--- src/rtl/ads54j60_deframer.sv ---
`default_nettype none
// ============================================================================
//  Module   : ads54j60_deframer
//  Purpose  : Unpacks the 128-bit JESD204 RX stream (LMFS=4211, F=1, K=8)
//             into two 16-bit ADC channels, 4 samples/clock, with multiframe
//             alignment checking and a lock state machine gating validity.
//  Option   : define ADS54J60_DEFRAMER_ERRCNT_EN to build the error counter.
//  Revision : 1.0 - initial release
// ============================================================================
module ads54j60_deframer #(
    parameter int LOCK_MF = 4,
    parameter int ERR_W   = 16
) (
    input  logic             clk,
    input  logic             rst,
    input  logic             rx_aresetn,
    input  logic [127:0]     rx_tdata,
    input  logic             rx_tvalid,
    input  logic             rx_sync,
    input  logic [3:0]       rx_start_of_multiframe,
    input  logic [15:0]      rx_frame_error,
    input  logic             clear_err,
    output logic [63:0]      adc_a,
    output logic [63:0]      adc_b,
    output logic             adc_valid,
    output logic [1:0]       state,
    output logic [ERR_W-1:0] err_cnt
);

    localparam logic [1:0] c_st_idle    = 2'd0;
    localparam logic [1:0] c_st_acq     = 2'd1;
    localparam logic [1:0] c_st_locked  = 2'd2;
    localparam logic [3:0] c_somf_first = 4'b0001;
    localparam logic [3:0] c_lock_mf    = 4'(LOCK_MF);

    logic [127:0] r_s1_data;
    logic         r_s1_valid;
    logic [3:0]   r_s1_somf;
    logic         r_s1_ferr;

    logic [1:0]   r_state;
    logic [3:0]   r_good_mf;
    logic         r_phase;

    logic [63:0]  r_adc_a;
    logic [63:0]  r_adc_b;
    logic         r_adc_valid;

    logic         w_link_ok;
    logic         w_drop;
    logic         w_somf_first;
    logic         w_misalign;
    logic         w_err_event;
    logic [3:0]   w_good_inc;
    logic [63:0]  w_unp_a;
    logic [63:0]  w_unp_b;

    always_ff @(posedge clk or posedge rst) begin
        if (rst) begin
            r_s1_data  <= '0;
            r_s1_valid <= 1'b0;
            r_s1_somf  <= '0;
            r_s1_ferr  <= 1'b0;
        end else begin
            r_s1_data  <= rx_tdata;
            r_s1_valid <= rx_tvalid;
            r_s1_somf  <= rx_start_of_multiframe;
            r_s1_ferr  <= |rx_frame_error;
        end
    end

    assign w_link_ok    = rx_aresetn & rx_sync;
    // A gap in the stream only breaks lock once LOCKED; earlier states just wait.
    assign w_drop       = ~w_link_ok | (~r_s1_valid & (r_state == c_st_locked));
    assign w_somf_first = (r_s1_somf == c_somf_first);
    assign w_good_inc   = r_good_mf + 4'd1;

    // A start seen on an even phase means the previous multiframe was short.
    assign w_misalign = ((r_s1_somf != 4'b0000) & ~w_somf_first)
                      | (w_somf_first & ~r_phase &
                         (((r_state == c_st_acq) & (r_good_mf != 4'd0)) |
                          (r_state == c_st_locked)));
    assign w_err_event = r_s1_valid & (r_s1_ferr | w_misalign);

    always_ff @(posedge clk or posedge rst) begin
        if (rst) begin
            r_state   <= c_st_idle;
            r_good_mf <= '0;
            r_phase   <= 1'b0;
        end else if (w_drop) begin
            r_state   <= c_st_idle;
            r_good_mf <= '0;
            r_phase   <= 1'b0;
        end else if (r_s1_valid) begin
            r_phase <= w_somf_first ? 1'b0 : ~r_phase;
            case (r_state)
                c_st_idle: begin
                    if (w_somf_first) begin
                        r_good_mf <= 4'd1;
                        r_state   <= (c_lock_mf <= 4'd1) ? c_st_locked : c_st_acq;
                    end
                end
                c_st_acq: begin
                    if (w_err_event) begin
                        r_good_mf <= '0;
                    end else if (w_somf_first) begin
                        r_good_mf <= w_good_inc;
                        if (w_good_inc >= c_lock_mf) begin
                            r_state <= c_st_locked;
                        end
                    end
                end
                c_st_locked: begin
                    if (w_err_event) begin
                        r_state   <= c_st_acq;
                        r_good_mf <= '0;
                    end
                end
                default: begin
                    r_state   <= c_st_idle;
                    r_good_mf <= '0;
                end
            endcase
        end
    end

    // Lane 0/2 carry the MSB octet of each A/B sample.
    for (genvar k = 0; k < 4; k++) begin : g_sample
        assign w_unp_a[16*k +: 16] = {r_s1_data[8*k +: 8],      r_s1_data[32 + 8*k +: 8]};
        assign w_unp_b[16*k +: 16] = {r_s1_data[64 + 8*k +: 8], r_s1_data[96 + 8*k +: 8]};
    end

    always_ff @(posedge clk or posedge rst) begin
        if (rst) begin
            r_adc_a     <= '0;
            r_adc_b     <= '0;
            r_adc_valid <= 1'b0;
        end else begin
            r_adc_a     <= w_unp_a;
            r_adc_b     <= w_unp_b;
            r_adc_valid <= r_s1_valid & (r_state == c_st_locked) & ~w_err_event;
        end
    end

`ifdef ADS54J60_DEFRAMER_ERRCNT_EN
    logic [ERR_W-1:0] r_err_cnt;

    always_ff @(posedge clk or posedge rst) begin
        if (rst) begin
            r_err_cnt <= '0;
        end else if (clear_err) begin
            r_err_cnt <= '0;
        end else if (w_err_event && (r_state != c_st_idle) && (r_err_cnt != {ERR_W{1'b1}})) begin
            r_err_cnt <= r_err_cnt + ERR_W'(1);
        end
    end

    assign err_cnt = r_err_cnt;
`else
    logic w_unused_clear_err;
    assign w_unused_clear_err = clear_err;
    assign err_cnt            = '0;
`endif

    assign adc_a     = r_adc_a;
    assign adc_b     = r_adc_b;
    assign adc_valid = r_adc_valid;
    assign state     = r_state;

endmodule
`default_nettype wire

--- config.mk ---
export PLATFORM = sky130hd
export DESIGN_NAME = ads54j60_deframer
export DESIGN_NICKNAME = d
export VERILOG_FILES = /design/src/rtl/ads54j60_deframer.sv
export SDC_FILE = /design/constraint.sdc
export NUM_CORES = 1
export LEC_CHECK = 0
export ABC_AREA = 1
export CAP_MARGIN = 20
export CORE_MARGIN = 4
export CORE_UTILIZATION = 38
export CTS_CLUSTER_SIZE = 20
export DETAILED_ROUTE_END_ITERATION = 12
export PLACE_DENSITY = 0.75
export SLEW_MARGIN = 20
export SYNTH_ARGS = -nofsm -noshare
export SYNTH_HDL_FRONTEND = slang
export SYNTH_SLANG_ARGS = --single-unit
export TNS_END_PERCENT = 30
--- constraint.sdc ---
create_clock -name clk -period 9.21 [get_ports clk]
set_clock_uncertainty 0.2 [all_clocks]
set_input_delay 1.842 -clock clk [delete_from_list [all_inputs] [get_ports clk]]
set_output_delay 1.842 -clock clk [all_outputs]
set_load 0.02 [all_outputs]
# Word level (Yosys, flattened, before mapping)
# Cells that the tools add are included.
# totals
register_bits,270
output_inout_bits,147
elab_cells,64
# classes
addsub,1
magnitude_cmp,1
eq_ne,9
muxes,18
n_bitwise,18
n_reduce_logical,7
# op_table
cell,n
4-bit two-way mux,6
16-bit OR reduction,1
2-bit two-way mux,7
3-bit != test (second input constant),4
4-bit case mux with 3 select lines,1
1-bit AND,9
4-bit nonzero test,2
2-bit case mux with 3 select lines,1
6-bit AND reduction,1
1-bit NOT,5
4-bit by 1-bit adder with 4-bit output (second input constant),1
4-bit by 1-bit == test with 1-bit output (second input constant),1
4-bit by 3-bit >= comparator with 1-bit output (second input constant),1
4-bit != test (second input constant),1
1-bit OR,4
4-bit AND reduction,1
1-bit two-way mux,3
3-bit by 2-bit != test with 1-bit output (second input constant),1
2-bit by 1-bit == test with 1-bit output (second input constant),1
2-bit == test (second input constant),1
2-bit zero test,1
2-bit nonzero test,1

# Depth between registers and ports, before layout
# logic_depth
word_depth,11
ltp_mapped,13
ltp_nobuf,13

# Worst setup path before layout
# Ideal clock, no wire load.
# synth_timing
path_type,in2reg
startpoint,in rx_aresetn
endpoint,reg r_good_mf[0]
t_arrival_ns,2.560
required_ns,8.887
slack_ns,6.327
path_stages,9
cell_sequence,nand2_1 -> inv_1 -> o21ai_4 -> nor2_2 -> nand2_1 -> nand2_2 -> nand2_2 -> nand3_4 -> o21ai_1
# synth_via
elab_chain_len,5
word_cells_on_any_way,9
cone_classes,eq/ne (3); mux (1); bitwise (3); reduce/logical (2)
# synth_lines
item,line_no,source
"start, declared",16,"input logic rx_aresetn,"
1-bit AND *,72,assign w_link_ok = rx_aresetn & rx_sync;
1-bit NOT *,74,assign w_drop = ~w_link_ok | (~r_s1_valid & (r_state == c_st_locked));
1-bit OR *,74,
4-bit != test (no source line) (tied with other cells),n/a,
4-bit AND reduction (no source line),n/a,
"end signal, assigned",107,r_good_mf <= w_good_inc;
"end, declared",42,logic [3:0] r_good_mf;
# Every way passes the cells marked *; elsewhere a longest branch is shown, timed or not.
# A chain may end at the register's enable or synchronous reset.

==> qor.csv <==
stage;metric;value;unit
outcome;outcome;finished clean;
finish;number of fill cells;1351;
route;drc violations;0;
route;Antenna Violating Nets Remaining;0;
sta;Pins Over Slew Limit;0;
power_and_ir_drop;worst vdd ir;0.180;mV
clocking;clk buf depth;3;
grt;GR Overflow Total;0;
setup_path;crit path kind;primary input to asynchronous set/reset pin;
floorplan;Die H;147;um
finish;commonest non-fill, non-tap cell in the layout;clkdlybuf4s50_1;
min_path;hold depth;0;
yosys;#FFs+latches synth;270;
route;WL final;17.2;mm
grt;largest net degree at the start of global routing;120;
clocking;clock sinks;270;
yosys;yosys warns;0;
clocking;CTS buffer count;26;
clocking;post-CTS sizing;0;
sta;Final Setup Violations;0;
clocking;TritonCTS clock tree;yes;
power_and_ir_drop;PwrDens;229;nW/um^2
grt;first-pass GRT wire length;25.9;mm
sta;sum of negative setup slack;0;ps
finish;cell area after layout;11400;um^2
setup_path;type of origin of the critical path;primary input;
sta;RSZ-0062 raised after global routing;false;
clocking;CTS Root Cell;clkbuf_16;
clocking;H-tree Lvls;1;
route;vias post-DR;3982;
setup_path;WP data arrival;4310;ps
place;IO Port Bufs;283;
grt;GR Util All Layers;15.7;%
place;Final GP Congestion;0.834;
clocking;Reg clk slew, reported paths;60;ps
route;routed len/inst;17.9;um
sta;final hold viol count;0;
setup_path;endpoint class of the critical path;asynchronous set/reset pin;
setup_path;WP data required;9600;ps
finish;register area;6760;um^2
finish;Antenna Diode Count;0;
clocking;Post-CTS Setup Repair Bufs;0;
yosys;post-synthesis cell count;367;
finish;Multi-input gate area;445;um^2
route;Via density;4.15;
floorplan;cell row count;50;
clocking;Post-CTS Hold Fix Bufs;0;
finish;P&R area growth vs syn;55.7;%
sta;Worst-Margin Slew;927;ps
power_and_ir_drop;leakage power;5.03;nW
job;max-cap violations;0;
floorplan;Initial Util;38.8;%
route;1st-iter DRT viols;70;
clocking;latest clock arrival within the worst-skew pair;540;ps
floorplan;core area;18800;um^2
finish;layout net count;836;
sta;Final min period;3930;ps
yosys;post-synthesis sequential area ratio;92.4;%
place;DP HPWL;12.4;mm
yosys;Netlist cell types;22;
setup_path;worst-path maximum fanout;54;
floorplan;Die Width;147;um
sta;fmax;255;MHz
floorplan;die area;21500;um^2
place;Placed Area;10400;um^2
yosys;Synth Cell Area;7310;um^2
floorplan;io pins;301;
finish;most frequent cells in the layout;clkdlybuf4s50_1, dfrtp_1, clkbuf_16, nand2_1, conb_1;
setup_path;Worst Reg2Reg Path Length in Cells;12;
sta;period utilization;42.6;%
sta;Slew headroom;38.1;%
yosys;Mean Syn Cell Area;19.9;um^2
grt;vias in the first global route;4656;
finish;share of cells above drive strength 1;9.44;%
grt;initial antenna violation count;2;
route;drt first pass iters;4;
min_path;Worst Hold Class;flip-flop to flip-flop;
[synth_stat cells (all sizes together)]
cell	count	area (um^2)
nor3b	1	12.5
nor2	10	45.1
nand4	2	12.5
dfrtp	270	6760
nand2	29	126
conb	1	3.75
inv	13	48.8
nand3	9	62.6
nor4	4	25.0
xor2	2	17.5
nor3	1	5.00
o21ai	7	53.8
buf	16	120
ha	2	25.0
[state kept, by name (all words and copies together) (netlist names)]
signal and count:
r_s1_somf 4, r_s1_ferr 1, adc_a 64, r_phase 1, r_good_mf 4, state 2, r_s1_data 128, adc_b 64
r_s1_valid 1, adc_valid 1
[where the power goes]
group	internal, W	leakage [nW]	switching, W
Sequential	0.00125	3.16	0.0000200
Clock	0.000691	0.468	0.000440
Combinational	0.000113	1.40	0.000105
[cells by family after synthesis]
family	after synthesis	synth area share, %
other	1	0.0513
xor gates and xnor gates	2	0.240
DFF	270	92.4
and+or+nand+nor	56	3.95
AOI/OAI and AO/OA	7	0.736
adders and majority gates	2	0.342
buffers and inverters	29	2.31
[critical path, cell delays in order]
cell and delay (ps):
clkdlybuf4s50_1 440, clkinvlp_4 630, buf_4 670, buf_4 650
[final timing paths]
path                                 from       endpoint  slack [ps]
max                                   rst      adc_a[15]        5280
max in group clk                 state[1]       state[1]        5500
max reg2reg                  r_good_mf[0]       state[1]        7390
min                        r_s1_data[114]      adc_b[34]         140
min in group asynchronous             rst  r_s1_data[63]        1640
min reg2reg                r_s1_data[114]      adc_b[34]         140
[cell type report]
class | count | share of cell area (%)
Clock buffer | 36 | 6.66
Clock inverter | 11 | 1.64
Inverter | 13 | 0.461
Multi-Input combinational cell | 83 | 3.91
Timing Repair Buffer | 286 | 25.2
Tap cell | 260 | 2.86
Sequential cell | 270 | 59.3
[stage by stage]
stage / power [W] / instances / util [%] / hold WS [ps] / worst slack, ps
6_report: 0.00261 / 959 / 60.5 / 144 / 5280
5_1_grt: 0.00271 / 959 / 60.5 / 150 / 4890
4_1_cts: 0.00265 / 959 / 60.5 / 145 / 5140
3_5_place_dp: 0.00151 / 912 / 55.5 / 135 / 4590
3_3_place_gp: 0.00150 / 912 / 55.5 / 131 / 4740
2_1_floorplan: 0.00137 / 382 / - / 131 / 3600
[metal layers]
layer / global-route usage, % / vias up / routed length [um]
met3: 7.53 / 48 / 1870
met4: 5.64 / 4 / 629
met1: 15.1 / 1994 / 5470
li1: - / 1738 / -
met2: 28.9 / 198 / 9190
met5: 0 / - / 26
(Power assumes the default switching activity.)
